`src/rtl/pipeline_stage_sequencer.sv`:
```
// pipeline_stage_sequencer
// Drives the fetch/decode/execute enables of the pipeline so that stages
// come up one at a time (FILL1 -> FILL2 -> RUN) and go down one at a time
// (DRAIN1 -> DRAIN2). It runs bounded or unbounded fetch bursts on request,
// freezes everything while stall is high, and parks the core in SLEEP after
// a run of quiet IDLE cycles.
module pipeline_stage_sequencer #(
   parameter int CNT_W        = 8,
   parameter int IDLE_TIMEOUT = 16
) (
   input  logic             clk,
   input  logic             reset,
   input  logic             start,
   input  logic [CNT_W-1:0] burst_len,
   input  logic             stop,
   input  logic             stall,
   input  logic             work_avail,
   output logic             enable_fetch,
   output logic             enable_decode,
   output logic             enable_execute,
   output logic             busy,
   output logic             sleep,
   output logic             done,
   output logic [CNT_W-1:0] fetch_count
);

   typedef enum logic [2:0] {
      ST_IDLE   = 3'd0,
      ST_SLEEP  = 3'd1,
      ST_FILL1  = 3'd2,
      ST_FILL2  = 3'd3,
      ST_RUN    = 3'd4,
      ST_DRAIN1 = 3'd5,
      ST_DRAIN2 = 3'd6
   } state_t;

   // Timer value seen in the last quiet IDLE cycle before dropping to SLEEP.
   localparam logic [15:0] TIMER_LAST = 16'(IDLE_TIMEOUT - 1);
   localparam logic [CNT_W-1:0] CNT_ONE = CNT_W'(1);

   state_t           state_q, state_d;
   logic [CNT_W-1:0] fetch_count_q, fetch_count_d;
   logic [CNT_W-1:0] len_q, len_d;
   logic [15:0]      idle_timer_q, idle_timer_d;
   logic             done_q, done_d;

   logic [2:0]       stage_bits;   // {F, D, E} before stall masking
   logic [2:0]       stage_en;     // {F, D, E} after stall masking
   logic [CNT_W-1:0] fetch_inc;
   logic             burst_end;
   logic             accept_start;

   // Decode the unmasked per-stage enables from the current state.
   always_comb begin
      stage_bits = 3'b000;
      case (state_q)
         ST_FILL1:  stage_bits = 3'b100;
         ST_FILL2:  stage_bits = 3'b110;
         ST_RUN:    stage_bits = 3'b111;
         ST_DRAIN1: stage_bits = 3'b011;
         ST_DRAIN2: stage_bits = 3'b001;
         default:   stage_bits = 3'b000;
      endcase
   end

   // Stall masks every stage enable in the same cycle it is asserted.
   generate
      for (genvar gi = 0; gi < 3; gi++) begin : g_stage_mask
         assign stage_en[gi] = stage_bits[gi] & ~stall;
      end
   endgenerate

   assign enable_fetch   = stage_en[2];
   assign enable_decode  = stage_en[1];
   assign enable_execute = stage_en[0];
   assign busy           = (state_q != ST_IDLE) && (state_q != ST_SLEEP);
   assign sleep          = (state_q == ST_SLEEP);
   assign done           = done_q;
   assign fetch_count    = fetch_count_q;

   // Burst terminates when the fetch issued this cycle is the last one of a
   // bounded burst; a zero length means the burst only ends on stop.
   assign fetch_inc    = fetch_count_q + CNT_ONE;
   assign burst_end    = (len_q != '0) && (fetch_inc == len_q);
   assign accept_start = start && ((state_q == ST_IDLE) || (state_q == ST_SLEEP));

   // Next-state logic: everything holds while stalled; done is a single pulse.
   always_comb begin
      state_d       = state_q;
      fetch_count_d = fetch_count_q;
      len_d         = len_q;
      idle_timer_d  = idle_timer_q;
      done_d        = 1'b0;

      if (!stall) begin
         case (state_q)
            ST_IDLE: begin
               if (accept_start) begin
                  state_d       = ST_FILL1;
                  len_d         = burst_len;
                  fetch_count_d = '0;
                  idle_timer_d  = '0;
               end else if (work_avail) begin
                  idle_timer_d = '0;
               end else if (idle_timer_q == TIMER_LAST) begin
                  state_d      = ST_SLEEP;
                  idle_timer_d = '0;
               end else begin
                  idle_timer_d = idle_timer_q + 16'd1;
               end
            end

            ST_SLEEP: begin
               if (accept_start) begin
                  state_d       = ST_FILL1;
                  len_d         = burst_len;
                  fetch_count_d = '0;
                  idle_timer_d  = '0;
               end else if (work_avail) begin
                  state_d      = ST_IDLE;
                  idle_timer_d = '0;
               end
            end

            ST_FILL1, ST_FILL2, ST_RUN: begin
               // A fetch goes out in every unstalled fill/run cycle.
               fetch_count_d = fetch_inc;
               if (stop || burst_end) begin
                  state_d = ST_DRAIN1;
               end else if (state_q == ST_FILL1) begin
                  state_d = ST_FILL2;
               end else begin
                  state_d = ST_RUN;
               end
            end

            ST_DRAIN1: begin
               state_d = ST_DRAIN2;
            end

            ST_DRAIN2: begin
               state_d = ST_IDLE;
               done_d  = 1'b1;
            end

            default: begin
               state_d = ST_IDLE;
            end
         endcase
      end
   end

   // State register with synchronous active-low reset.
   always_ff @(posedge clk) begin
      if (!reset) begin
         state_q       <= ST_IDLE;
         fetch_count_q <= '0;
         len_q         <= '0;
         idle_timer_q  <= '0;
         done_q        <= 1'b0;
      end else begin
         state_q       <= state_d;
         fetch_count_q <= fetch_count_d;
         len_q         <= len_d;
         idle_timer_q  <= idle_timer_d;
         done_q        <= done_d;
      end
   end

endmodule

```
`config.mk`:
```
export PLATFORM = sky130hd
export DESIGN_NAME = pipeline_stage_sequencer
export DESIGN_NICKNAME = d
export VERILOG_FILES = /design/src/rtl/pipeline_stage_sequencer.sv
export SDC_FILE = /design/constraint.sdc
export NUM_CORES = 1
export LEC_CHECK = 0
export ABC_AREA = 1
export BUFFER_PORTS_ARGS = -buffer_cell sky130_fd_sc_hd__buf_2
export CORE_MARGIN = 10
export CORE_UTILIZATION = 40
export CTS_CLUSTER_SIZE = 10
export DETAILED_ROUTE_END_ITERATION = 6
export GPL_TIMING_DRIVEN = 0
export HOLD_SLACK_MARGIN = 0.1
export PLACE_DENSITY_LB_ADDON = 0.08
export SKIP_CTS_REPAIR_TIMING = 1
export SLEW_MARGIN = 40
export SYNTH_ARGS = -nofsm -noshare
export SYNTH_HDL_FRONTEND = slang
export SYNTH_SLANG_ARGS = --single-unit
```
`constraint.sdc`:
```
create_clock -name clk -period 2 [get_ports clk]
set_clock_uncertainty 0.2 [all_clocks]
set_input_delay 0.2 -clock clk [delete_from_list [all_inputs] [get_ports clk]]
set_output_delay 0.2 -clock clk [all_outputs]
set_load 0.01 [all_outputs]
```
[Word-level counts from Yosys, hierarchy flattened]
Index checks and enable logic that the tools add are counted.
W data, S select, Z words.
Word-level totals
  bits in registers: 36
  bits of input ports: 14
  output and inout port bits: 14
  logic and storage cells: 60
Cells by class
  add/subtract/negate cells: 2
  equal/unequal tests: 13
  multiplexer cells: 18
  bitwise gates (word level): 5
  reduce and logical (&&, ||, !) cells: 17
Operators with widths (count)
  $mux W16: 5
  $pmux W16 S2: 1
  $mux W3: 7
  $add A16 B1 Y16 const B: 1
  $eq A16 B4 Y1 const B: 1
  $pmux W8 S2: 1
  $pmux W3 S5: 1
  $pmux W3 S4: 1
  $eq A3 B3 Y1 const B: 3
  $reduce_and A3 Y1: 3
  $add A8 B1 Y8 const B: 1
  $eq A8 B8 Y1: 1
  $mux W8: 1
  $reduce_bool A8 Y1: 1
  $eq A3 B2 Y1 const B: 2
  $ne A3 B2 Y1 const B: 2
  $reduce_and A4 Y1: 1
  $reduce_bool A2 Y1: 2
  $reduce_or A2 Y1: 2
  $and A1 B1 Y1: 3
  $eq A3 B1 Y1 const B: 1
  $logic_and A1 B1 Y1: 3
  $logic_not A3 Y1: 1
  $ne A3 B1 Y1 const B: 1
  other kinds (7): 9

[Logic depth before layout (Yosys ltp)]
Gate-level depths: netlist of run 1.
  depth in word-level cells: 6
  gate-level depth with buffers: 15

[Least setup slack after synthesis of run 1]
No wires, ideal clock.
  kind: reg-to-reg
  from: reg fetch_count_q[1] (netlist: fetch_count[1])
  to: reg state_q[2]
  data arrival time: 1.618 ns
  data required time: 1.729 ns
  setup slack: 0.111 ns
  stages on the path, launching flop included: 13
  buffers on the path: 0
  path through: dfxtp_1 ha_1 nand3_1 o21ai_0 and2_1 nor2_1 nor2_1 nand2_1 nand3_1 nand2_1 nand2_1 nand2_1 a21oi_1
On the way
  longest elaborated chain between the ends: 6
RTL lines
  from (decl): RTL line 42  | logic [CNT_W-1:0] fetch_count_q, fetch_count_d;
  from (signal assigned): RTL line 163  | fetch_count_q <= fetch_count_d;
  $add A8 B1 Y8: RTL line 83  | assign fetch_inc = fetch_count_q + CNT_ONE;
  $eq A8 B8 Y1: RTL line 84  | assign burst_end = (len_q != '0) && (fetch_inc == len_q);
  $logic_and A1 B1 Y1: RTL line 84
  $logic_or A1 B1 Y1: RTL line 128  | if (stop || burst_end) begin
  $mux W3: RTL line 128
  $pmux W3 S4: RTL line 96  | case (state_q)
  to (signal assigned): RTL line 162  | state_q <= state_d;
  to (decl): RTL line 41  | state_t state_q, state_d;
Every way passes these cells.
A chain may end at the register's enable or synchronous reset.

[Worst setup path in the final report of run 1]
Ends and elaborated chain as after synthesis.

==> results of run 1 <==
-- synth_stat cells, drive strengths merged --
library cell  number  area share, %
a21oi             28            7.2
nor4               5            1.5
nor3b              4            2.3
nor2              37            8.5
xor2               3            1.2
o21ai             15            3.5
o31ai              1           0.35
buf                8            2.6
nand2             74             13
dfxtp             36             34
a211oi             7            3.4
and2               1           0.29
inv               48            8.4
a31oi              1           0.29
clkbuf             1           0.17
or2                1           0.29
nor3              12            3.3
nand4              7            2.0
nand3             27            6.3
ha                 2            1.2
o21a               1           0.35
and3               1           0.29
-- cell type report --
| class | count | share of cell area (%) |
|---|---|---|
| plain buffers | 9 | 2.623 |
| inverters | 48 | 6.513 |
| multi-input cells | 227 | 47.22 |
| well taps | 70 | 3.166 |
| clock buffers | 7 | 3.483 |
| flip-flops and latches | 36 | 26.50 |
| repair buffers | 44 | 10.49 |
-- worst max-delay path: stages, from the launching register on --
cell and delay [ns]:
dfxtp_4 0.38, ha_4 0.28, inv_2 0.03, nand2_1 0.04, nand2_1 0.05, nor2_1 0.09, nand2_1 0.07, nor2_2 0.16
nand3_2 0.10, nor2_2 0.13, nand2_2 0.08, nand3_2 0.08, nand2_2 0.06, nand2_2 0.07, nand2_2 0.05, a21oi_2 0.11
-- kinds of logic (layout without fill, tap and decap cells) --
group | Yosys count | in the layout
flip-flops | 36 | 36
XOR/XNOR | 3 | 3
buffers and inverters | 57 | 108
adder cells (fa/ha/maj) | 2 | 2
AND/OR/NAND/NOR | 169 | 169
AO/OA/AOI/OAI | 53 | 53
-- flip-flops by register name, summed over array words and instances (netlist names) --
name          count
done              1
state_q           3
idle_timer_q     16
fetch_count       8
len_q             8
-- placed cells by master (no fill, tap or decap), types with 5 or more instances in the layout --
cell type       n
nand2_2        10
nor2_2          9
dfxtp_1        30
nand3_1        23
nor3_1         10
dlygate4sd3_1  11
nor2_4          5
o21ai_0        10
a21oi_1        23
inv_1          39
buf_2          28
nor2_1         22
inv_2           9
o21ai_1         5
a21oi_2         5
buf_4           6
clkbuf_8        7
nand2_1        64
nand4_1         7
-- metal layers --
metal  vias up  share of wire [%]  track usage [%]  wire length (um)
li1       1149                  -                -                 -
met1       948                 44            14.85              2475
met2        21                 52            22.91              2881
met3         2                3.6            4.796               200
met4         0               0.52            3.085                29
met5         -                  0                0                 0
-- path summary, 6_finish.rpt --
check | depth (start not counted) | slack, ns | from | endpoint
setup / recovery | 15 | -0.04 | fetch_count[1] | state_q[2]
hold reg to reg | 2 | 0.29 | idle_timer_q[13] | idle_timer_q[13]
setup reg to reg | 15 | -0.04 | fetch_count[1] | state_q[2]
hold / removal | 6 | 0.15 | start | state_q[0]
-- power groups by stage --
stage	combinational (uW)	sequential [uW]	clock, uW
6_report	478	788	566
3_3_place_gp	411	802	0
3_5_place_dp	413	802	0
2_1_floorplan	295	803	0
4_1_cts	415	785	588
5_1_grt	541	794	619
-- stage by stage --
stage / cells / setup WS (ns) / hold WS (ns)
6_report: 441 / -0.04402 / 0.1475
3_5_place_dp: 417 / -0.1146 / 0.2463
5_1_grt: 441 / -0.1923 / 0.2050
3_3_place_gp: 417 / -0.1350 / 0.2382
2_1_floorplan: 320 / 0.1106 / 0.07693
4_1_cts: 424 / -0.1724 / -0.06510
==> impl_metrics.tcl, run 1 <==
set metrics [dict create \
    outcome "finished, violations left" \
    violations "negative setup slack" \
    crit_required_ns 2.01 \
    p_per_area_nw_per_um2 662.4 \
    fin_nets 387 \
    internal_power_uw 1251 \
    finalHoldViolCount 0 \
    post-route-period-util_pct 102.2 \
    syn_inst 320 \
    drv_cap 0 \
    n_fill_cell 514 \
    pwr-share-clk_pct 30.9 \
    peakVddDrop_mv 0.4078 \
    dp_hpwl_um 4195 \
    synth_compound_area_share_pct 15.09 \
    initial_core_util_pct 41.51 \
    synth_top_family_by_area "simple AND/OR/NAND/NOR gates" \
    fin_crit_ns 2.044 \
    rsz0062_at_grt "yes" \
    drive_gt1_share_pct 29.38 \
    die-height_um 93.27 \
    drt_iter0_markers 56 \
    endpoint_kind "flop" \
    place_area_sq_um 2370 \
    htreeDepth 2 \
    utilization_pct 53.48 \
    cp_max_fo 7 \
    grt_pass1_vias 2053 \
    clkSinkCount 36 \
    portBuffers 27 \
    die_x_um 93.27 \
    numCtsBuffers 5 \
    antenna_found_initial 0 \
    first_pass_iters 4 \
    final_cell_area_sq_um 2766 \
    fmax_mhz 489.2 \
    synthAdderAreaFrac_pct 1.166 \
    routed_wl_um 5587 \
    io_pins 28 \
    vias_per_cell 4.807 \
    slew_headroom_pct 59.21 \
    synth_nets 336 \
    muxShareOfSynthArea_pct 0 \
    finalPower_uw 1832 \
    clk_latency_ns 0.28 \
    critPathArrivalTime_ns 2.06 \
    drv_slew 0 \
    diodes 0 \
    p_sw_share_pct 31.71 \
    fin_ws_ns -0.04402 \
    yosysWarnings 0 \
    seq_power_share_pct 43.0 \
    clk_pin_slew_worst_paths_ns 0.07 \
    regArea_sq_um 733.2 \
    leakagePower_uw 0.001147 \
    design.core.area_sq_um 5172 \
    netlist_area_sq_um 2147 \
    cts_tree "built" \
    placement_rows 26 \
    hold_path_class "input pin to flop" \
    setup_tns_ns -0.08612 \
    grt_max_degree 11 \
    root_buffer "clkbuf_8" \
    synth-simple-area-share_pct 37.82 \
    synth_xor_area_share_pct 1.224 \
    critPathLaunchType "flop" \
    syn_avg_cell_area_sq_um 6.710 \
    setup-violations-final 3 \
    p_switching_uw 581.0 \
    path_class "flop to flop" \
    tightest_slew_ns 0.6119 \
    die-area_sq_um 8698 \
    yosys.cell_types.count 34 \
    track_usage_pct 13.15 \
    remaining_drc_errors 0 \
    grt_pass1_wl_um 9425 \
    ys_seq_area_share_pct 33.57 \
    combPwrFrac_pct 26.1 \
    overflow 0 \
    multiInputGateArea_sq_um 1306 \
    wire_per_inst_um 12.67 \
    routabilityCongestion 0.8186 \
    vias 2120 \
    ant_nets 0 \
    syn2layout_area_growth_pct 28.85 \
    ctsLongestPathBuffers 2 \
    ys_ff_latch 36 \
]
Note: power is estimated with default switching activity, not from simulation.
==> run 2: changes to the inputs <==
--- a/config.mk
+++ b/config.mk
@@ -9,12 +9,13 @@
 export BUFFER_PORTS_ARGS = -buffer_cell sky130_fd_sc_hd__buf_2
 export CORE_MARGIN = 10
 export CORE_UTILIZATION = 40
+export CTS_BUF_LIST = sky130_fd_sc_hd__clkbuf_16
 export CTS_CLUSTER_SIZE = 10
 export DETAILED_ROUTE_END_ITERATION = 6
 export GPL_TIMING_DRIVEN = 0
 export HOLD_SLACK_MARGIN = 0.1
 export PLACE_DENSITY_LB_ADDON = 0.08
-export SKIP_CTS_REPAIR_TIMING = 1
+export SETUP_SLACK_MARGIN = 0.2
 export SLEW_MARGIN = 40
 export SYNTH_ARGS = -nofsm -noshare
 export SYNTH_HDL_FRONTEND = slang
==> run 2 against run 1 <==
The run now ends clean. Clock-buffer cell count shrank 2. Sequential power grew 0.5%. Wire length rose by 3.5%. Sequential cell count did not move. Core utilization rose by 4.1 points. Non-clock buffer count is 13 higher.
==> impl_metrics.tcl, run 2 (synthesized netlist as in run 1, its figures left out) <==
set metrics [dict create \
    outcome "completed" \
    design.core.area_sq_um 5172 \
    cts_tree "built" \
    routabilityCongestion 0.8075 \
    regArea_sq_um 743.2 \
    rsz0062_at_grt "yes" \
    setup_tns_ns 0 \
    drt_iter0_markers 73 \
    die-height_um 93.27 \
    timing.hold.ws_ns 0.1398 \
    antenna_found_initial 0 \
    p_switching_uw 648.9 \
    critPathArrivalTime_ns 1.98 \
    path_class "flop to flop" \
    first_pass_iters 4 \
    vias 2231 \
    die-area_sq_um 8698 \
    cp_max_fo 3 \
    finalHoldViolCount 0 \
    overflow 0 \
    tightest_slew_ns 0.6264 \
    root_buffer "clkbuf_16" \
    crit_required_ns 2.00 \
    critPathLaunchType "flop" \
    routed_wl_um 5780 \
    wire_per_inst_um 12.73 \
    seq_power_share_pct 38.0 \
    grt_max_degree 11 \
    p_sw_share_pct 31.18 \
    ctsLongestPathBuffers 2 \
    setup-violations-final 0 \
    internal_power_uw 1432 \
    portBuffers 27 \
    clkSinkCount 36 \
    fin_cells 454 \
    peakVddDrop_mv 0.4291 \
    layout_common_cells "nand2_1 (64), inv_1 (38), buf_2 (27)" \
    io_pins 28 \
    combPwrFrac_pct 25.7 \
    utilization_pct 57.62 \
    post-route-period-util_pct 98.64 \
    pwr-share-clk_pct 36.2 \
    slew_headroom_pct 58.24 \
    p_per_area_nw_per_um2 698.2 \
    hold_path_class "input pin to flop" \
    clk_pin_slew_worst_paths_ns 0.06 \
    fin_crit_ns 1.973 \
    dp_hpwl_um 4075 \
    grt_pass1_wl_um 9653 \
    syn2layout_area_growth_pct 38.81 \
    n_fill_cell 533 \
    endpoint_kind "flop" \
    place_inst 417 \
    drv_slew 0 \
    remaining_drc_errors 0 \
    ant_nets 0 \
    regMostFlops "idle_timer_q" \
    diodes 0 \
    fin_nets 400 \
    vias_per_cell 4.914 \
    initial_core_util_pct 41.51 \
    multiInputGateArea_sq_um 1350 \
    placement_rows 26 \
    drive_gt1_share_pct 34.90 \
    largest_reg_flops 16 \
    grt_pass1_vias 2076 \
    layout_commonest_cell "nand2_1" \
    drv_cap 0 \
    numCtsBuffers 5 \
    clk_latency_ns 0.28 \
    fmax_mhz 506.9 \
    leakagePower_uw 0.001243 \
    die_x_um 93.27 \
    htreeDepth 2 \
    track_usage_pct 13.46 \
]
[run 2: cell types whose count changed in the layout (fill, tap and decap cells not counted), moves of 4 or more]
cell	before	now
clkbuf_8	7	0
buf_4	6	20
dfxtp_1	30	26
clkbuf_16	0	5
buf_6	2	6
inv_4	0	4
[run 2: worst paths after layout]
check        slack, ns  cells after the start          endpoint        startpoint
max reg2reg       0.03                     15        state_q[2]    fetch_count[0]
min               0.14                      6        state_q[1]              stop
min reg2reg       0.30                      2  idle_timer_q[13]  idle_timer_q[13]
max               0.03                     15        state_q[2]    fetch_count[0]
[run 2: layout make-up]
| class | instances | share of cell area (%) |
|---|---|---|
| inverters | 48 | 6.381 |
| repair buffers | 57 | 13.06 |
| clock buffers | 5 | 4.198 |
| flip-flops and latches | 36 | 24.94 |
| clock inverters | 2 | 0.2939 |
| well taps | 70 | 2.939 |
| plain buffers | 9 | 2.897 |
| multi-input cells | 227 | 45.30 |
[run 2: critical path, stage by stage (launching register included)]
cell and delay, ns:
dfxtp_4 0.36, ha_4 0.28, inv_2 0.03, nand2_1 0.04, nand2_1 0.04, nor2_1 0.09
nand2_1 0.07, nor2_2 0.10, nand3_1 0.07, nor2_1 0.11, nand2_1 0.11, nand3_2 0.09
nand2_1 0.06, nand2_1 0.06, nand2_1 0.06, a21oi_2 0.13
[run 2: routing by layer]
| layer | GRT usage [%] | part of all wire [%] | wire length [um] | vias to the layer above |
|---|---|---|---|---|
| met5 | 0 | 0 | 0 | - |
| met4 | 3.856 | 1.0 | 59 | 0 |
| li1 | - | - | - | 1180 |
| met3 | 4.396 | 5.4 | 311 | 5 |
| met2 | 20.48 | 43 | 2513 | 29 |
| met1 | 17.62 | 50 | 2896 | 1017 |
[run 2: power groups by stage]
stage	logic, uW	registers [uW]	clock network, uW
floorplan	302	806	0
global placement	418	804	0
detailed placement	418	805	0
CTS	485	788	769
global route	598	796	793
finish	536	792	753
[run 2: timing repair]
action	CTS	global route
hold endpoints to repair	10	0
hold buffers	10	0
gates cloned	1	0
resized for setup	29	41
buffers inserted	9	10
pin swaps	10	12
endpoints found under the setup margin	37	37
[run 2: per-stage QoR]
stage	cell area (sq um)	total power (uW)	setup WS [ns]
after floorplan	2167	1108	0.1781
after global placement	2390	1222	-0.08459
after detailed placement	2390	1223	-0.05748
after CTS	2799	2042	0.03163
after global routing	2980	2188	-0.1342
final	2980	2081	0.02727
==> run 3: changes to the inputs <==
--- a/config.mk
+++ b/config.mk
@@ -14,7 +14,7 @@
 export DETAILED_ROUTE_END_ITERATION = 6
 export GPL_TIMING_DRIVEN = 0
 export HOLD_SLACK_MARGIN = 0.1
-export PLACE_DENSITY_LB_ADDON = 0.08
+export PLACE_DENSITY = 0.69
 export SETUP_SLACK_MARGIN = 0.2
 export SLEW_MARGIN = 40
 export SYNTH_ARGS = -nofsm -noshare
==> run 3 against run 2 <==
Sequential cell count did not move. Combinational power grew 23%. Highest routed layer unchanged. Core utilization grew 5.0 points. Sequential power is essentially flat.
==> impl_metrics.tcl, run 3 (synthesized netlist as in run 1, its figures left out) <==
set metrics [dict create \
    leakagePower_uw 0.001306 \
    utilization_pct 62.63 \
    fin_crit_ns 1.973 \
    remaining_drc_errors 0 \
    routed_wl_um 6538 \
    wire_per_inst_um 14.24 \
    track_usage_pct 13.14 \
    grt_pass1_vias 2144 \
    portBuffers 27 \
    dp_hpwl_um 3892 \
    numCtsBuffers 5 \
    antenna_found_initial 0 \
    htreeDepth 2 \
    worstReg2RegStart "fetch_count[3]" \
    largest_reg_flops 16 \
    finalHoldViolCount 0 \
    setup_tns_ns 0 \
    crit_required_ns 2.00 \
    tightest_slew_ns 0.5861 \
    io_pins 28 \
    diodes 0 \
    die-area_sq_um 8698 \
    layout_commonest_cell "nand2_1" \
    clk_pin_slew_worst_paths_ns 0.06 \
    drive_gt1_share_pct 41.65 \
    initial_core_util_pct 41.51 \
    placement_rows 26 \
    worstHoldStart "stop" \
    path_common_cell "nand2_1" \
    layout_common_cells "nand2_1 (59), inv_1 (36), dfxtp_1 (27)" \
    ant_nets 0 \
    ctsLongestPathBuffers 2 \
    root_buffer "clkbuf_16" \
    slowest_stage "dfxtp_1" \
    path_class "flop to flop" \
    clk_latency_ns 0.28 \
    fin_nets 405 \
    critPathBufInv 2 \
    whs_path_depth 6 \
    ff2ff_setup_slack_ns 0.03 \
    vias 2361 \
    critPathTopFamily "simple AND/OR/NAND/NOR gates" \
    r2r_cells 14 \
    routabilityCongestion 0.8942 \
    cp.depth 14 \
    multiInputGateArea_sq_um 1489 \
    endpoint_kind "flop" \
    r2r-end "state_q[2]" \
    rsz0062_at_grt "yes" \
    die-height_um 93.27 \
    critPathArrivalTime_ns 1.97 \
    path_cells "buf_6 > inv_1 > nand4_1 > nand3_2 > nand2_1 > nor2_1 > nand2_1 > nor2_1 > nand2_1 > nand3_2 > nand2_1 > nand2_1 > nand2_1 > a21oi_1" \
    first_pass_iters 4 \
    slew_headroom_pct 60.92 \
    timing.hold.ws_ns 0.1362 \
    p_per_area_nw_per_um2 675.7 \
    cp_max_fo 8 \
    regMostFlops "idle_timer_q" \
    outcome "completed" \
    cts_tree "built" \
    syn2layout_area_growth_pct 50.87 \
    holdPathEnd "state_q[1]" \
    critPathLaunchType "flop" \
    vias_per_cell 5.144 \
    peakVddDrop_mv 0.4210 \
    n_fill_cell 403 \
    clkSinkCount 36 \
    drt_iter0_markers 91 \
    setup-violations-final 0 \
    grt_max_degree 11 \
    die_x_um 93.27 \
    drv_cap 0 \
    drv_slew 0 \
    place_inst 417 \
    critPathMaxStageDelay_ns 0.31 \
    design.core.area_sq_um 5172 \
    hold_path_class "input pin to flop" \
    fmax_mhz 507.0 \
    post-route-period-util_pct 98.63 \
    regArea_sq_um 742.0 \
    overflow 0 \
    grt_pass1_wl_um 9528 \
    fin_cells 459 \
]
[run 3: final cells by class]
type | count | share of cell area [%]
inverters | 48 | 6.257
plain buffers | 9 | 3.167
clock buffers | 5 | 3.862
flip-flops and latches | 36 | 22.90
multi-input cells | 227 | 45.96
clock inverters | 2 | 0.2317
repair buffers | 62 | 14.91
well taps | 70 | 2.704
[run 3: worst register-to-register path, cell delays in order (launching register included)]
cell	delay [ns]
dfxtp_1	0.31
buf_6	0.14
inv_1	0.15
nand4_1	0.15
nand3_2	0.10
nand2_1	0.08
nor2_1	0.15
nand2_1	0.07
nor2_1	0.10
nand2_1	0.11
nand3_2	0.09
nand2_1	0.05
nand2_1	0.05
nand2_1	0.04
a21oi_1	0.13
[run 3: per-stage QoR]
stage,worst slack (ns),total power [uW],cell area [sq um]
finish,0.02744,2189,3239
global route,-0.1076,2285,3239
CTS,0.09397,2042,2868
detailed placement,-0.01726,1216,2390
global placement,-0.02933,1211,2390
floorplan,0.1781,1108,2167
[run 3: report_power, final]
group          internal (uW)  switching, uW  total [uW]
sequential               756           36.2         792
clock                    446            290         736
combinational            294            367         661
[run 3: worst max-delay path by stage]
| stage | startpoint | slack (ns) | end |
|---|---|---|---|
| floorplan | state_q[0] | 0.18 | len_q[6] |
| global placement | idle_timer_q[0] | -0.03 | idle_timer_q[12] |
| detailed placement | state_q[2] | -0.02 | idle_timer_q[8] |
| CTS | fetch_count[1] | 0.09 | state_q[0] |
| global route | fetch_count[3] | -0.11 | state_q[2] |
| finish | fetch_count[3] | 0.03 | state_q[2] |
[run 3: layer usage]
layer / track usage (%) / routed length [um] / up-vias
met2: 22.16 / 3409 / 58
met5: 0 / 0 / -
met4: 5.784 / 126 / 0
li1: - / - / 1183
met3: 3.118 / 366 / 13
met1: 15.43 / 2636 / 1107
[run 3: repair_timing]
item	CTS	global route
setup buffers	16	6
gates cloned	2	1
resized for setup	37	86
pin swaps	16	32
endpoints found under the hold margin	10	0
setup endpoints to repair	36	37
hold buffers	10	0
